## src/rtl/prescaled_counter_pkg.sv

```systemverilog
// rtl/prescaled_counter_pkg.sv - mode encodings and shared helpers for the prescaled counter
package prescaled_counter_pkg;

  typedef enum logic [1:0] {
    MODE_UP_WRAP   = 2'b00,
    MODE_DOWN_WRAP = 2'b01,
    MODE_UP_SAT    = 2'b10,
    MODE_BOUNCE    = 2'b11
  } mode_e;

  // Prescaler register width; a divide-by-one still keeps a 1-bit register.
  function automatic int unsigned pre_width(input int unsigned div);
    return (div > 1) ? $clog2(div) : 1;
  endfunction

endpackage

```

## src/rtl/tick_gen.sv

```systemverilog
// rtl/tick_gen.sv - free-running prescaler producing a one-cycle step strobe every DIV enabled cycles
module tick_gen
  import prescaled_counter_pkg::*;
#(
  parameter int unsigned DIV = 10000000
) (
  input  logic clk,
  input  logic rst,
  input  logic en,
  input  logic clr,
  output logic tick
);

  localparam int unsigned   PW       = pre_width(DIV);
  localparam logic [PW-1:0] PRE_LAST = PW'(DIV - 1);

  logic [PW-1:0] pre_q;
  logic [PW-1:0] pre_d;

  // Strobe is combinational so the counter steps on the same edge the prescaler wraps.
  assign tick = en & (pre_q == PRE_LAST) & ~rst;

  // Next prescaler value: clear wins, otherwise advance and wrap while enabled.
  always_comb begin
    pre_d = pre_q;
    if (clr) begin
      pre_d = '0;
    end else if (en) begin
      pre_d = (pre_q == PRE_LAST) ? '0 : pre_q + PW'(1);
    end
  end

  // Prescaler register with synchronous reset.
  always_ff @(posedge clk) begin
    if (rst) begin
      pre_q <= '0;
    end else begin
      pre_q <= pre_d;
    end
  end

endmodule

```

## src/rtl/prescaled_counter.sv

```systemverilog
// rtl/prescaled_counter.sv - prescaled up/down/saturating/bounce counter with terminal-count pulse
module prescaled_counter
  import prescaled_counter_pkg::*;
#(
  parameter int unsigned WIDTH = 8,
  parameter int unsigned DIV   = 10000000
) (
  input  logic             clk,
  input  logic             rst,
  input  logic             en,
  input  logic [1:0]       mode,
  input  logic             load,
  input  logic [WIDTH-1:0] load_val,
  output logic [WIDTH-1:0] count,
  output logic             tick,
  output logic             tc,
  output logic             dir
);

  localparam logic [WIDTH-1:0] CNT_MAX  = '1;
  localparam logic [WIDTH-1:0] CNT_ZERO = '0;
  localparam logic [WIDTH-1:0] CNT_ONE  = WIDTH'(1);

  mode_e            mode_m;
  logic [WIDTH-1:0] count_q, count_d;
  logic             dir_q, dir_d;
  logic             tc_q, tc_d;

  assign mode_m = mode_e'(mode);

  // Load also restarts the prescaler so a freshly loaded value gets a full period.
  tick_gen #(
    .DIV (DIV)
  ) u_tick_gen (
    .clk  (clk),
    .rst  (rst),
    .en   (en),
    .clr  (load),
    .tick (tick)
  );

  // Next count, bounce direction and terminal-count flag; load beats a step.
  always_comb begin
    count_d = count_q;
    dir_d   = dir_q;
    tc_d    = 1'b0;
    // Outside bounce the direction register is parked at up, so bounce always starts upward.
    if (mode_m != MODE_BOUNCE) begin
      dir_d = 1'b1;
    end
    if (load) begin
      count_d = load_val;
      dir_d   = 1'b1;
    end else if (tick) begin
      case (mode_m)
        MODE_UP_WRAP: begin
          count_d = count_q + CNT_ONE;
          tc_d    = (count_q == CNT_MAX);
        end
        MODE_DOWN_WRAP: begin
          count_d = count_q - CNT_ONE;
          tc_d    = (count_q == CNT_ZERO);
        end
        MODE_UP_SAT: begin
          if (count_q != CNT_MAX) begin
            count_d = count_q + CNT_ONE;
            tc_d    = (count_q == CNT_MAX - CNT_ONE);
          end
        end
        MODE_BOUNCE: begin
          if (WIDTH == 1) begin
            // A 1-bit bounce is a toggle; every step is a turnaround.
            count_d = ~count_q;
            dir_d   = ~count_q[0];
            tc_d    = 1'b1;
          end else if (dir_q) begin
            if (count_q == CNT_MAX) begin
              count_d = CNT_MAX - CNT_ONE;
              dir_d   = 1'b0;
              tc_d    = 1'b1;
            end else begin
              count_d = count_q + CNT_ONE;
            end
          end else begin
            if (count_q == CNT_ZERO) begin
              count_d = CNT_ONE;
              dir_d   = 1'b1;
              tc_d    = 1'b1;
            end else begin
              count_d = count_q - CNT_ONE;
            end
          end
        end
        default: ;
      endcase
    end
  end

  // Counter state registers with synchronous reset.
  always_ff @(posedge clk) begin
    if (rst) begin
      count_q <= '0;
      dir_q   <= 1'b1;
      tc_q    <= 1'b0;
    end else begin
      count_q <= count_d;
      dir_q   <= dir_d;
      tc_q    <= tc_d;
    end
  end

  // Reported direction follows the mode, only bounce exposes the register.
  always_comb begin
    dir = 1'b1;
    case (mode_m)
      MODE_DOWN_WRAP: dir = 1'b0;
      MODE_BOUNCE:    dir = dir_q;
      default:        dir = 1'b1;
    endcase
  end

  assign count = count_q;
  assign tc    = tc_q;

endmodule

```

## config.mk

```make
export PLATFORM = sky130hd
export DESIGN_NAME = prescaled_counter
export DESIGN_NICKNAME = d
export VERILOG_FILES = /design/src/rtl/prescaled_counter_pkg.sv /design/src/rtl/tick_gen.sv /design/src/rtl/prescaled_counter.sv
export SDC_FILE = /design/constraint.sdc
export NUM_CORES = 1
export LEC_CHECK = 0
export ABC_AREA = 1
export BUFFER_PORTS_ARGS = -buffer_cell sky130_fd_sc_hd__buf_2
export CAP_MARGIN = 10
export CORE_UTILIZATION = 59
export CTS_CLUSTER_SIZE = 25
export DETAILED_ROUTE_END_ITERATION = 8
export MAX_ROUTING_LAYER = met4
export PLACE_DENSITY = 0.8
export SYNTH_ARGS = -nofsm -noshare
export SYNTH_HDL_FRONTEND = slang
export SYNTH_SLANG_ARGS = --single-unit
```

## constraint.sdc

```tcl
create_clock -name clk -period 1.85 [get_ports clk]
set_clock_uncertainty 0.05 [all_clocks]
set_input_delay 0.4625 -clock clk [delete_from_list [all_inputs] [get_ports clk]]
set_output_delay 0.4625 -clock clk [all_outputs]
set_load 0.02 [all_outputs]
```

==> results of run 1 <==
-- layout by cell type, fill, tap and decap left out, drive strengths merged --
cell type	netlist	routed
or2	1	1
o211ai	2	2
nand3	26	26
nor2	91	91
xor2	8	8
dfxtp	34	34
nor3	6	6
a21oi	20	20
inv	65	65
a211oi	1	1
clkinv	2	2
nor3b	3	3
buf	6	73
nand3b	2	2
a31oi	2	2
o22ai	1	1
ha	5	5
nand2	91	92
nand4	13	13
xnor2	2	2
o21bai	1	1
o21ai	17	17
o21a	2	2
clkbuf	2	8
nor4	1	1
-- metrics by stage --
stage,hold WS [ps],power (mW)
floorplan,409,0.972
global placement,435,1.07
detailed placement,439,1.08
CTS,448,1.74
global route,496,1.83
finish,450,1.77
-- final timing paths --
path | endpoint | slack [ps] | startpoint
min reg2reg | u_tick_gen.pre_q[11] | 460 | u_tick_gen.pre_q[11]
max | tick | -200 | u_tick_gen.pre_q[0]
max reg2reg | u_tick_gen.pre_q[23] | -150 | u_tick_gen.pre_q[0]
min | count[1] | 450 | load_val[1]
-- layer usage --
metal	part of all wire [%]	routed length (um)	global-route usage [%]
met3	10	825	7.41
met4	4.2	331	16.8
met1	42	3300	48.4
met2	44	3460	51.7
met5	0	0	-
-- worst max-delay path, stage by stage (launching register included) --
cell and delay [ps]:
dfxtp_2 370, ha_4 160, nand2_4 50, nor2_4 100
nand2_2 70, inv_2 100, nand2_4 80, nor2_8 100
nand2_2 50, inv_2 60, buf_6 110
-- power by group through the flow --
stage,sequential [mW],combinational [mW],clock [mW]
floorplan,0.792,0.180,0
global placement,0.781,0.291,0
detailed placement,0.782,0.298,0
CTS,0.766,0.302,0.668
global route,0.770,0.357,0.703
finish,0.768,0.331,0.674
-- area by class of cell --
type,count,share of cell area [%]
Tap cell,48,1.88
Inverter,67,7.87
Clock buffer,8,3.45
Sequential cell,34,21.5
Multi-Input combinational cell,296,48.8
Timing Repair Buffer,73,16.5
-- state kept, by name, indices dropped and copies added (netlist names) --
register / count
u_tick_gen.pre_q: 24
count: 8
dir_q: 1
tc: 1
-- kinds of logic after synthesis --
family,Yosys count
buffers and inverters,75
flip-flops,34
XOR/XNOR,10
AO/OA/AOI/OAI,46
adder cells (fa/ha/maj),5
AND/OR/NAND/NOR,234
-- timing repair --
| item | 4_1_cts | 5_1_grt |
|---|---|---|
| cloned | 0 | 1 |
| resized for setup | 21 | 22 |
| endpoints found under the setup margin | 1 | 19 |
| pin swaps | 7 | 13 |
| hold buffers | 0 | 0 |
| buffers inserted | 12 | 8 |
==> summary.md, run 1 <==
| Metric | Value |
|---|---|
| Status | `finished, violations left` |
| Violated checks | `negative setup slack` |
| Io pins | `25` |
| Final WS setup | `-201 ps` |
| Placement Setup Slack | `roughly 26 ps` |
| Vias in the first global route | `about 2500` |
| RSZ-0062 raised after global routing | `true` |
| Nets | `roughly 500` |
| Relative slew slack | `a little under three quarters` |
| Row cnt | `22` |
| Seq cells post-synth | `34` |
| Clk buf depth | `2` |
| TritonCTS buffer count | `5` |
| Hold depth | `5` |
| Avg Inst Size Synth | `about 6.0 um2` |
| Sink Count | `34` |
| Final setup viols | `3` |
| CP Class | `flop to primary output` |
| DRC errors left | `0` |
| Largest family of logic cells by synthesized area | `simple AND/OR/NAND/NOR gates` |
| Placeable Area | `3800 um2` |
| Via count | `a little under 3000` |
| Clk_lat worst skew | `~300 ps` |
| Post-Synth Simple-Gate Area | `approximately 43%` |
| Top-count cell post-synth | `nand2_1` |
| Final min period | `2050 ps` |
| Area of the multi-input gates | `1560 um2` |
| Synth Area in Adders | `2.58%` |
| CP Capture Type | `primary output` |
| Required @ worst endpoint | `1340 ps` |
| Ant. Diodes | `0` |
| Root Buffer | `clkbuf_8` |
| Vias per cell | `around 5.7` |
| Initial antenna violation count | `0` |
| Fill count | `between 200 and 250` |
| Post-DRT Antenna Nets | `0` |
| Starting Density | `approximately 64%` |
| Flop pwr share | `between 40% and 50%` |
| Sequential cell area | `a little under 700 um2` |
| CP startpoint kind | `flop` |
| First-pass DRT Iterations | `7` |
| Share of layout cells above drive strength 1 | `between 20% and 30%` |
| Area contributors post-synth | `dfxtp_1 (28%), nand2_1 (13%), nor2_1 (13%)` |
| CTS clock-pin slew for the worst setup and hold paths | `about 80 ps` |
| H-tree depth | `2` |
| Top FF cell, synth | `dfxtp_1` |
| Final std cells w/o fill | `around 530` |
| Sw frac | `about 30%` |
| Synthesis warning total | `0` |
| Post-synth EDFFs | `0` |
| DIE HEIGHT | `around 66 um` |
| FMAX | `0.488 GHz` |
| Syn nets | `approximately 420` |
| Final instance area | `around 3200 um2` |
| Routed Wire Length | `7920 um` |
| Endpoints failing hold | `0` |
| Die width | `between 60 and 70 um` |
| Detailed placement HPWL | `just under 5000 um` |
| Clock power share | `between 30% and 40%` |
| Arr. time, crit path | `approximately 1500 ps` |
| Syn Std Cell Area | `~2400 um2` |
| DR iter-0 viols | `between 300 and 400` |
| Seq/Total Area, Yosys | `between 20% and 30%` |
| Period utilisation layout | `111%` |
| Least-Margin Pin Slew | `433 ps` |
| GP Congestion | `around 0.97` |
| Top cells by count, synth | `nand2_1 (87), nor2_1 (84), inv_1 (52), dfxtp_1 (34), nand3_1 (24)` |
| Cells after synthesis | `404` |
| Share of the synthesized area in the top cell type | `between 20% and 30%` |
| Routed length per instance | `approximately 15 um` |
| Leakage | `approximately 1.6 nW` |
| Grt ovf | `0` |
| Max-cap viol count | `0` |
| Fraction of synthesized cell area in xor and xnor cells | `around 3.6%` |
| Largest net degree at the start of global routing | `15` |
| Hold WC Path Type | `primary input to flop` |
| Die area | `4370 um2` |
| Max Slew Vio Count | `0` |
| Combinational cell fraction of total power | `18.7%` |
| Total track usage | `between 30% and 40%` |
| Mux cell area share after synthesis | `0%` |
| Worst-path maximum fanout | `2` |
| NetSw | `slightly above 0.5 mW` |
| Synth area leader | `dfxtp_1` |
| PD cells | `555 nW/um2` |
| Maximum VDD drop | `0.000659 V` |
| Placed insts | `499` |
| Layout area overhead | `31.7%` |
| Placed Instance Area | `roughly 2800 um2` |
| Reg2Reg Depth | `15` |
| Async S/R FF share, synth | `0%` |
| Core Util, Final | `between 80% and 90%` |
| First-pass GRT wire length | `11600 um` |
| Int Power | `around 1.3 mW` |
| Synth cell types | `36` |
| CTS tree | `done` |
| Setup TNS | `-399 ps` |
| Synth Area in Compound Gates | `10.3%` |
| Port buffer count | `24` |
No activity file was read; power rests on OpenSTA's default activity.
==> run 2: changes to the inputs <==
--- a/config.mk
+++ b/config.mk
@@ -6,8 +6,10 @@
 export NUM_CORES = 1
 export LEC_CHECK = 0
 export ABC_AREA = 1
+export ABC_CLOCK_PERIOD_IN_PS = 1850
 export BUFFER_PORTS_ARGS = -buffer_cell sky130_fd_sc_hd__buf_2
 export CAP_MARGIN = 10
+export CORE_MARGIN = 8
 export CORE_UTILIZATION = 59
 export CTS_CLUSTER_SIZE = 25
 export DETAILED_ROUTE_END_ITERATION = 8
==> run 2 against run 1 <==
Net effect: the run still ends with negative setup slack left; first-iteration DRC count fell by 55%; register-to-register slack better by 150 ps; critical path type unchanged; sequential cell count is the same; clock-buffer cell count is 1 lower; die area up 47%; non-clock buffer count decreased by 6; sequential share of layout area is 1.1 points higher; combinational power is 8.8% lower; largest cell class unchanged; largest power group unchanged; total power down 10%; routed wire length fell by 15%.
==> summary.md, run 2 (synthesized netlist as in run 1, its figures left out) <==
| Metric | Value |
|---|---|
| Clk buf depth | `2 (unchanged)` |
| Slowest CP cell | `dfxtp_2` |
| Post-DRT Antenna Nets | `0 (unchanged)` |
| Setup TNS | `-130 ps (+269 ps)` |
| Port buffer count | `24 (unchanged)` |
| Least-Margin Pin Slew | `517 ps (+84.2 ps)` |
| Placeable Area | `3970 um2 (+4.5%)` |
| Commonest non-fill, non-tap cell in the layout | `nand2_1` |
| DRC errors left | `0 (unchanged)` |
| Root Buffer | `clkbuf_8` |
| Hold WC Path Type | `primary input to flop` |
| Share of layout cells above drive strength 1 | `23.8% (-3.4 points)` |
| Status | `finished, violations left` |
| Final worst hold slack | `449 ps (-1.05 ps)` |
| Layout area overhead | `24.9%` |
| DR iter-0 viols | `166 (-55%)` |
| Core Util, Final | `76.3% (-7.8 points)` |
| CTS clock-pin slew for the worst setup and hold paths | `70 ps (about the same)` |
| Starting Density | `61.1% (-2.8 points)` |
| Area of the multi-input gates | `1510 um2 (-3.3%)` |
| Maximum VDD drop | `0.000500 V (-24%)` |
| Commonest cells after routing, fill and taps aside | `nand2_1 (84), nor2_1 (80), inv_1 (51), buf_4 (43), dfxtp_1 (31)` |
| CTS tree | `done` |
| Final setup viols | `2 (-1)` |
| Largest net degree at the start of global routing | `15 (unchanged)` |
| Sink Count | `34 (unchanged)` |
| First-pass GRT wire length | `11000 um (-5.4%)` |
| Routed length per instance | `12.9 um (-14%)` |
| Die area | `6420 um2 (+47%)` |
| Sequential cell area | `684 um2 (-0.36%)` |
| Via count | `2737 (-8.3%)` |
| FMAX | `0.506 GHz (+3.8%)` |
| Endpoints failing hold | `0 (unchanged)` |
| Total track usage | `21.9% (-14 points)` |
| Detailed placement HPWL | `5100 um (+3.6%)` |
| Max FFs per register | `24 (unchanged)` |
| Relative slew slack | `65.2% (-5.7 points)` |
| CP Class | `flop to primary output` |
| Leakage | `1.52 nW (-5.0%)` |
| Final min period | `1980 ps (-75.3 ps)` |
| Vias in the first global route | `2576 (+2.5%)` |
| Nets | `489 (-1.4%)` |
| H-tree depth | `2 (unchanged)` |
| Arr. time, crit path | `1460 ps (-80 ps)` |
| Io pins | `25 (unchanged)` |
| Critical path buffers and inverters | `3 (unchanged)` |
| Crit path max-delay family | `simple AND/OR/NAND/NOR gates` |
| Clk_lat worst skew | `290 ps (about the same)` |
| First-pass DRT Iterations | `5 (-2)` |
| Critical-path cell list | `ha_4 > nand2_4 > nor2_4 > nand2_2 > inv_2 > nand2_4 > nor2_8 > nand2_2 > inv_2 > buf_6` |
| Max-cap viol count | `0 (unchanged)` |
| CP startpoint kind | `flop` |
| Ant. Diodes | `0 (unchanged)` |
| Final WS setup | `-126 ps (+75.3 ps)` |
| Grt ovf | `0 (unchanged)` |
| PD cells | `527 nW/um2 (-5.1%)` |
| Initial antenna violation count | `0 (unchanged)` |
| CP Capture Type | `primary output` |
| Die width | `80.1 um (+21%)` |
| Fill count | `342 (+37%)` |
| Slowest stage delay, CP | `350 ps (-20 ps)` |
| DIE HEIGHT | `80.1 um (+21%)` |
| Period utilisation layout | `107% (-4.1 points)` |
| Row cnt | `23 (+4.5%)` |
| RSZ-0062 raised after global routing | `true` |
| Max Slew Vio Count | `0 (unchanged)` |
| # hold bufs at CTS | `0 (unchanged)` |
| Largest Register | `u_tick_gen.pre_q` |
| Routed Wire Length | `6710 um (-15%)` |
| GP Congestion | `0.916 (-5.8%)` |
| Violated checks | `negative setup slack` |
| Vias per cell | `5.26 (-7.3%)` |
| Worst-path maximum fanout | `2 (unchanged)` |
| Required @ worst endpoint | `1340 ps (about the same)` |
| TritonCTS buffer count | `5 (unchanged)` |
==> run 2: cell types whose count changed in the layout (fill, tap and decap cells not counted), moves of 3 or more <==
| cell | before | now |
|---|---|---|
| buf_4 | 40 | 43 |
| buf_6 | 10 | 1 |
| nor2_4 | 6 | 3 |
| clkbuf_8 | 8 | 5 |
==> run 2: per-stage QoR <==
| step | std cells | power (mW) | setup slack (ps) | cell area, um2 |
|---|---|---|---|---|
| final | 520 | 1.60 | -126 | 3030 |
| after global routing | 520 | 1.68 | -191 | 3030 |
| after CTS | 517 | 1.60 | -156 | 2970 |
| after detailed placement | 501 | 1.07 | 36.2 | 2800 |
| after global placement | 501 | 1.07 | 63.3 | 2800 |
| after floorplan | 404 | 0.972 | 76.8 | 2430 |
==> run 2: routing by layer <==
metal | global-route usage (%) | wire length [um]
met4 | 13.1 | 269
met5 | - | 0
met2 | 37.5 | 3300
met1 | 22.8 | 2610
met3 | 4.46 | 526
==> run 2: path summary, 6_finish.rpt <==
kind	from	slack (ps)	end	cells after the start
worst max-delay path	u_tick_gen.pre_q[0]	-130	tick	10
worst min-delay path	load_val[1]	450	count[1]	5
worst max register to register	u_tick_gen.pre_q[1]	0	u_tick_gen.pre_q[23]	13
worst min register to register	u_tick_gen.pre_q[18]	450	u_tick_gen.pre_q[18]	2
==> run 2: timing repair <==
item	4_1_cts	5_1_grt
endpoints found under the setup margin	1	12
setup buffers	9	3
pin swaps	3	4
endpoints found under the hold margin	0	0
gates resized for setup	10	10
==> run 2: power by group <==
group          switching (mW)  internal (mW)  leakage, nW
clock network           0.269          0.259       0.0383
logic                   0.182          0.120         1.20
registers              0.0186          0.747        0.277
==> run 2: layout make-up <==
class	instances	area share, %
clock buffer	7	2.52
sequential	34	22.6
inverter	67	8.30
multi-input combinational	295	49.7
timing repair buffer	67	14.8
tap	50	2.06
==> run 2: tightest hold or removal path, delay by kind of cell <==
family                 cells  cell delay, ps
buffers and inverters      2             120
and+or+nand+nor            3             180
